`src/rtl/fixed_point_multiplier.sv`:
```
// Sequential repeated-addition fixed-point multiplier: b * (m + f/1000).
// Define FPM_ROUND_EN to round the integer half-up and force pf to 0.
module fixed_point_multiplier #(
  parameter int SIZE = 4
) (
  input  logic            clk,
  input  logic            rst,
  input  logic            start,
  input  logic [SIZE-1:0] m,
  input  logic [9:0]      f,
  input  logic [SIZE-1:0] b,
  output logic [SIZE-1:0] p,
  output logic [9:0]      pf,
  output logic            done,
  output logic            busy,
  output logic            err,
  output logic            ovf
);

  localparam int W = 2 * SIZE;

  typedef enum logic [2:0] {
    S_IDLE,
    S_CHECK,
    S_ACCUM,
    S_DONE,
    S_INVALID
  } state_t;

  state_t          state_q, state_d;
  logic [SIZE-1:0] m_q, m_d;
  logic [9:0]      f_q, f_d;
  logic [SIZE-1:0] b_q, b_d;
  logic [SIZE-1:0] cnt_q, cnt_d;
  logic [W-1:0]    acci_q, acci_d;
  logic [10:0]     accf_q, accf_d;
  logic [SIZE-1:0] p_q, p_d;
  logic [9:0]      pf_q, pf_d;
  logic            err_q, err_d;
  logic            ovf_q, ovf_d;

  logic [10:0]     t;
  logic            carry;
  logic [10:0]     accf_n;
  logic [W-1:0]    acci_n;
  logic [SIZE-1:0] res_p;
  logic [9:0]      res_pf;
  logic            res_ovf;

  // One fractional add with carry into the integer accumulator
  always_comb begin
    t      = accf_q + {1'b0, f_q};
    carry  = (t >= 11'd1000);
    accf_n = carry ? (t - 11'd1000) : t;
    acci_n = acci_q
           + {{SIZE{1'b0}}, m_q}
           + {{(W-1){1'b0}}, carry};
  end

`ifdef FPM_ROUND_EN
  logic [W:0] rnd;

  always_comb begin
    rnd = {1'b0, acci_n}
        + {{W{1'b0}}, (accf_n >= 11'd500)};
    res_p   = rnd[SIZE-1:0];
    res_pf  = 10'd0;
    res_ovf = |rnd[W:SIZE];
  end
`else
  always_comb begin
    res_p   = acci_n[SIZE-1:0];
    res_pf  = accf_n[9:0];
    res_ovf = |acci_n[W-1:SIZE];
  end
`endif

  always_comb begin
    state_d = state_q;
    m_d     = m_q;
    f_d     = f_q;
    b_d     = b_q;
    cnt_d   = cnt_q;
    acci_d  = acci_q;
    accf_d  = accf_q;
    p_d     = p_q;
    pf_d    = pf_q;
    err_d   = err_q;
    ovf_d   = ovf_q;

    unique case (state_q)
      S_IDLE: begin
        if (start) begin
          m_d     = m;
          f_d     = f;
          b_d     = b;
          state_d = S_CHECK;
        end
      end
      S_CHECK: begin
        acci_d = '0;
        accf_d = '0;
        if (f_q > 10'd999) begin
          p_d     = '0;
          pf_d    = '0;
          ovf_d   = 1'b0;
          err_d   = 1'b1;
          state_d = S_INVALID;
        end else if (b_q == '0 ||
                     (m_q == '0 && f_q == '0)) begin
          p_d     = '0;
          pf_d    = '0;
          ovf_d   = 1'b0;
          err_d   = 1'b0;
          state_d = S_DONE;
        end else begin
          cnt_d   = b_q;
          state_d = S_ACCUM;
        end
      end
      S_ACCUM: begin
        acci_d = acci_n;
        accf_d = accf_n;
        cnt_d  = cnt_q - SIZE'(1);
        // Result lands in output regs together with entry to DONE
        if (cnt_q == SIZE'(1)) begin
          p_d     = res_p;
          pf_d    = res_pf;
          ovf_d   = res_ovf;
          err_d   = 1'b0;
          state_d = S_DONE;
        end
      end
      S_DONE:    state_d = S_IDLE;
      S_INVALID: state_d = S_IDLE;
      default:   state_d = S_IDLE;
    endcase
  end

  always_ff @(posedge clk or posedge rst) begin
    if (rst) begin
      state_q <= S_IDLE;
      m_q     <= '0;
      f_q     <= '0;
      b_q     <= '0;
      cnt_q   <= '0;
      acci_q  <= '0;
      accf_q  <= '0;
      p_q     <= '0;
      pf_q    <= '0;
      err_q   <= 1'b0;
      ovf_q   <= 1'b0;
    end else begin
      state_q <= state_d;
      m_q     <= m_d;
      f_q     <= f_d;
      b_q     <= b_d;
      cnt_q   <= cnt_d;
      acci_q  <= acci_d;
      accf_q  <= accf_d;
      p_q     <= p_d;
      pf_q    <= pf_d;
      err_q   <= err_d;
      ovf_q   <= ovf_d;
    end
  end

  assign p    = p_q;
  assign pf   = pf_q;
  assign err  = err_q;
  assign ovf  = ovf_q;
  assign busy = (state_q != S_IDLE);
  assign done = (state_q == S_DONE) ||
                (state_q == S_INVALID);

endmodule

```
`config.mk`:
```
export PLATFORM = sky130hd
export DESIGN_NAME = fixed_point_multiplier
export DESIGN_NICKNAME = d
export VERILOG_FILES = /design/src/rtl/fixed_point_multiplier.sv
export SDC_FILE = /design/constraint.sdc
export NUM_CORES = 1
export LEC_CHECK = 0
export ABC_AREA = 0
export BUFFER_PORTS_ARGS = -buffer_cell sky130_fd_sc_hd__buf_4
export CAP_MARGIN = 25
export CELL_PAD_IN_SITES_DETAIL_PLACEMENT = 1
export CELL_PAD_IN_SITES_GLOBAL_PLACEMENT = 1
export CORE_MARGIN = 2
export CORE_UTILIZATION = 40
export DETAILED_ROUTE_END_ITERATION = 8
export PLACE_DENSITY_LB_ADDON = 0.1
export RECOVER_POWER = 25
export SETUP_SLACK_MARGIN = 0.05
export SLEW_MARGIN = 20
export SYNTH_ARGS = -nofsm -noshare
export SYNTH_HDL_FRONTEND = slang
export SYNTH_SLANG_ARGS = --single-unit
```
`constraint.sdc`:
```
create_clock -name clk -period 5.6 [get_ports clk]
set_input_delay 0.56 -clock clk [delete_from_list [all_inputs] [get_ports clk]]
set_output_delay 0.56 -clock clk [all_outputs]
set_load 0.01 [all_outputs]
```
# Word level (Yosys, flattened, before mapping)
# Cells that the tools add are included.
[word_totals]
out_inout_bits = 18
latch_bits = 0
ram_bits = 0
input_bits = 21
mem_count = 0
register_bits = 60
rom_bits = 0
word_cells = 68
[op_classes]
div = 0
reduce_logical = 14
mux = 26
mul = 0
n_eq_ne = 10
bitwise_logic = 0
add_sub_neg = 5
n_shift = 0
n_lt_le_gt_ge = 2
[ops]
columns = ["cell", "n"]
rows = [
  ["$mux 10", 3],
  ["$pmux 11 s2", 1],
  ["$mux 4", 5],
  ["$pmux 10 s2", 1],
  ["$pmux 4 s2", 2],
  ["$pmux 8 s2", 1],
  ["$add 11x10->11", 1],
  ["$ge 11x10->1 const B", 1],
  ["$mux 11", 1],
  ["$sub 11x10->11 const B", 1],
  ["$gt 10x10->1 const B", 1],
  ["$logic_not 10->1", 1],
  ["$mux 3", 3],
  ["$pmux 3 s3", 1],
  ["$add 8x1->8", 1],
  ["$add 8x4->8", 1],
  ["$logic_not 4->1", 2],
  ["$ne 2x2->1 const B", 4],
  ["$eq 3x2->1 const B", 2],
  ["$mux 1", 6],
  ["$reduce_and 3->1", 2],
  ["$eq 4x1->1 const B", 1],
  ["$pmux 1 s2", 2],
  ["$reduce_and 2->1", 2],
  ["other kinds (10)", 11],
]

# Longest topological paths before layout
[depth]
word_depth = 6
depth_mapped = 18

# Worst setup path after synthesis
# OpenSTA, ideal clock, no wires.
[synth_timing]
path_type = "register to register"
from = "register f_q[0]"
to = "register ovf_q, in the netlist ovf"
setup_time_ps = 135
arrival_time_ps = 3611
slack_ps = 1854
required_ps = 5465
stages_incl_launch_ff = 19
synth_period_minus_slack_ps = 3746
cell_sequence = "dfrtp_1 -> ha_1 -> inv_1 -> fa_1 -> nand2b_1 -> a21oi_1 -> a221oi_2 -> o21a_1 -> or2_1 -> buf_2 -> a31oi_4 -> fa_1 -> nor2b_1 -> o21ai_0 -> a21boi_0 -> o21a_1 -> or4_1 -> a21oi_1 -> o31ai_1"
[synth_via]
elab_chain_len = 6
word_cells_on_any_way = 13
[synth_rtl]
columns = ["element", "line_no", "source"]
rows = [
  ["from (decl)", "32", "logic [9:0] f_q, f_d;"],
  ["from (signal assigned)", "144", "f_q <= '0;"],
  ["from (signal assigned)", "156", "f_q <= f_d;"],
  ["$add 11x10->11", "52", "t = accf_q + {1'b0, f_q};"],
  ["$ge 11x10->1", "53", "carry = (t >= 11'd1000);"],
  ["$add 8x1->8", "57", "+ {{(W-1){1'b0}}, carry};"],
  ["$reduce_or 4->1", "74", "res_ovf = |acci_n[W-1:SIZE];"],
  ["$mux 1", "126", "if (cnt_q == SIZE'(1)) begin"],
  ["$pmux 1 s2", "91", "unique case (state_q)"],
  ["to (signal assigned)", "164", "ovf_q <= ovf_d;"],
  ["to (decl)", "40", "logic ovf_q, ovf_d;"],
]
# Several ways; a longest one is shown, not always the timed one. The select of a mux whose other input is x is not followed.
# A chain may end at the register's enable or synchronous reset.

# Worst setup path in the final report
# Ends and elaborated chain as after synthesis.

==> run metrics <==
P&R area growth vs syn=18.14%; Hold Fails Final Rpt=0; Worst Hold Class=in -> reg; average cell area after synthesis=9.751 um2; clock buffer depth=2; CP endpoint kind=register; Final Slew Violations=61; NumNets Final=423; global route overflow=0; DIE AREA=just over 9000 um2; leading area contributor after synthesis=dfrtp_1; HPWL reported at the end of detailed placement=6317 um; Achievable Freq=0.2396 GHz; post_cts resized=0; RSZ-0062 raised after global routing=false; top cells by count, synth=dfrtp_1 (60), nand2_1 (45), o21ai_0 (36); Std-Cell Core Area=about 8200 um2; Setup Fix Bufs, Post-CTS=0; CTS tree=built; ant diodes=0; gpl congestion=roughly 0.82; Clock Latency Late Sink=0.33 ns; WHS Endpoint=b_q[0]$_DFFE_PP0P_; FF-to-FF path depth=17; Yosys cell types=52; Worst EP required=5.82 ns; syn_nets=about 380; max_slew headroom=-114.7%; RR Startpoint=f_q[0]$_DFFE_PP0P_; status=complete, but fails checks; Mapped Cells=about 340; Post-synth EDFFs=0; top cell type's share of synthesized area=between 40 and 50%; initial antenna violation count=0; synth top area cells=dfrtp_1 (45%), ha_1 (6.0%), mux2_2 (5.7%); final WL=8426 um; top_reg_cell synth=dfrtp_1; GRT Util Overall=between 20% and 30%; R2R Setup Slk=1.43 ns; Finished Cell Area=3951 um2; die width=95.44 um; WL/cell=17.09 um; first-pass GRT wire length=13930 um; num ports=39; largest net degree at the start of global routing=61; initial DRC count=73; share of layout cells above drive strength 1=a little over a fifth; Via density=5.469; Buffers on Ports=38; crit path DAT=4.39 ns; Worst Skew=approximately 0.0062 ns; via count=approximately 2700; final setup TNS=0 ns; count leader, synth=dfrtp_1; async set or reset register ratio after synthesis=100.0%; MaxCap Viol Count=1; crit share post-route=about three quarters; clock root buffer=clkbuf_8; terminus of the critical flop-to-flop path=ovf$_DFFE_PP0P_; clk slew on worst S/H paths=0.07 ns; failing checks=capacitance limit, slew limit; Initial Util=40.91%; Num CTS Buffers=9; CTS H-tree depth=3; DP Area=approximately 3700 um2; WHS Path Cells=3; Post-CTS Hold Fix Bufs=0; Netlist Area Pre-Place=3344 um2; drt drc=0; number of clock sinks=60; # fillers=between 900 and 1000; ANT nets after route=0; Setup-failing EPs final=0; crit-path max FO=8; Pre-Repair DR Iteration Count=4; FF+latch count, synth=60; Die Ht=around 95 um; vias in the first global route=2682; Worst Tran Pin Value=3.221 ns; Tmin final=4.174 ns; yosys warns=0; crit path launch type=register; Site Rows=33; HP Start=b[0]; Seq/Total Area, Yosys=44.89%; crit path kind=reg -> reg
## cells by family after synthesis
logic type | count (synthesis) | share of synthesized area [%]
AOI/OAI and AO/OA | 91 | 18.52
xor gates and xnor gates | 10 | 2.619
adders and majority gates | 19 | 7.782
buffers and inverters | 29 | 3.517
DFF | 60 | 44.89
muxes | 19 | 6.322
and+or+nand+nor | 115 | 16.35
## flip-flops by register name, summed over array words and instances (netlist names)
name     flops
err          1
cnt_q        4
pf          10
state_q      3
m_q          4
p            4
f_q         10
accf_q      11
acci_q       8
ovf          1
b_q          4
## routing by layer
layer,GRT usage [%],vias to the layer above,wire (um)
met5,0,-,0
met4,5.714,0,102
met3,2.925,11,286
met2,30.69,58,3656
met1,29.88,1316,4381
li1,-,1311,-
## area by class of cell
cell class              count  area, um2  area share [%]
inverters                  16      60.06           1.520
clock buffers              11      151.4           3.832
well taps                 105      131.4           3.325
repair buffers             42      319.1           8.075
clock inverters             5      60.06           1.520
flip-flops and latches     60       1501           38.00
multi-input cells         254       1728           43.73
## worst max path at each step
stage / start / to / slack (ns)
after floorplan: f_q[0]$_DFFE_PP0P_ / ovf$_DFFE_PP0P_ / 1.85
after global placement: f_q[0]$_DFFE_PP0P_ / ovf$_DFFE_PP0P_ / 1.55
after detailed placement: f_q[0]$_DFFE_PP0P_ / acci_q[6]$_DFFE_PP0N_ / 1.47
after CTS: f_q[0]$_DFFE_PP0P_ / acci_q[6]$_DFFE_PP0N_ / 1.45
after global routing: f_q[0]$_DFFE_PP0P_ / acci_q[6]$_DFFE_PP0N_ / 1.06
final: f_q[0]$_DFFE_PP0P_ / ovf$_DFFE_PP0P_ / 1.43
## metrics by stage
stage	setup slack, ns	utilization (%)	cells	hold WS (ns)
floorplan	1.854	-	343	0.4498
global placement	1.551	45.58	476	0.4612
detailed placement	1.467	45.79	477	0.4725
CTS	1.446	48.38	493	0.4192
global route	1.058	48.33	493	0.4445
finish	1.426	48.33	493	0.4289
## cell usage in the layout (no fill, tap or decap), types with 5 or more instances in the layout
cell type  synthesis  layout
a21o_1             5       5
clkbuf_8           0      11
nand3_1           11      11
ha_1              16      16
dfrtp_1           60      60
xnor2_1            5       5
a21oi_1           10      10
xor2_1             5       5
inv_1             16      16
o31ai_1            8       8
nor3_1             6       6
nor2_1            21      20
o21ai_0           36      36
nand2_1           45      45
buf_4              0      39
mux2_2            17      17
a22o_1             5       5
## worst max-delay path, stage by stage, from the launching register on
cell and delay (ns):
dfrtp_1 0.38, ha_1 0.19, inv_1 0.06, fa_1 0.40
nand2b_1 0.18, a21oi_1 0.39, o221ai_1 0.20, o311a_1 0.24
and4_4 0.24, a31oi_4 0.24, fa_1 0.25, nor2b_1 0.05
o21ai_0 0.20, a21boi_0 0.16, o21a_1 0.24, or4_1 0.40
a21oi_1 0.14, o31ai_1 0.08
Power is not shown: default switching activity piles up to over one toggle a cycle in this logic, so the estimate is an artifact.
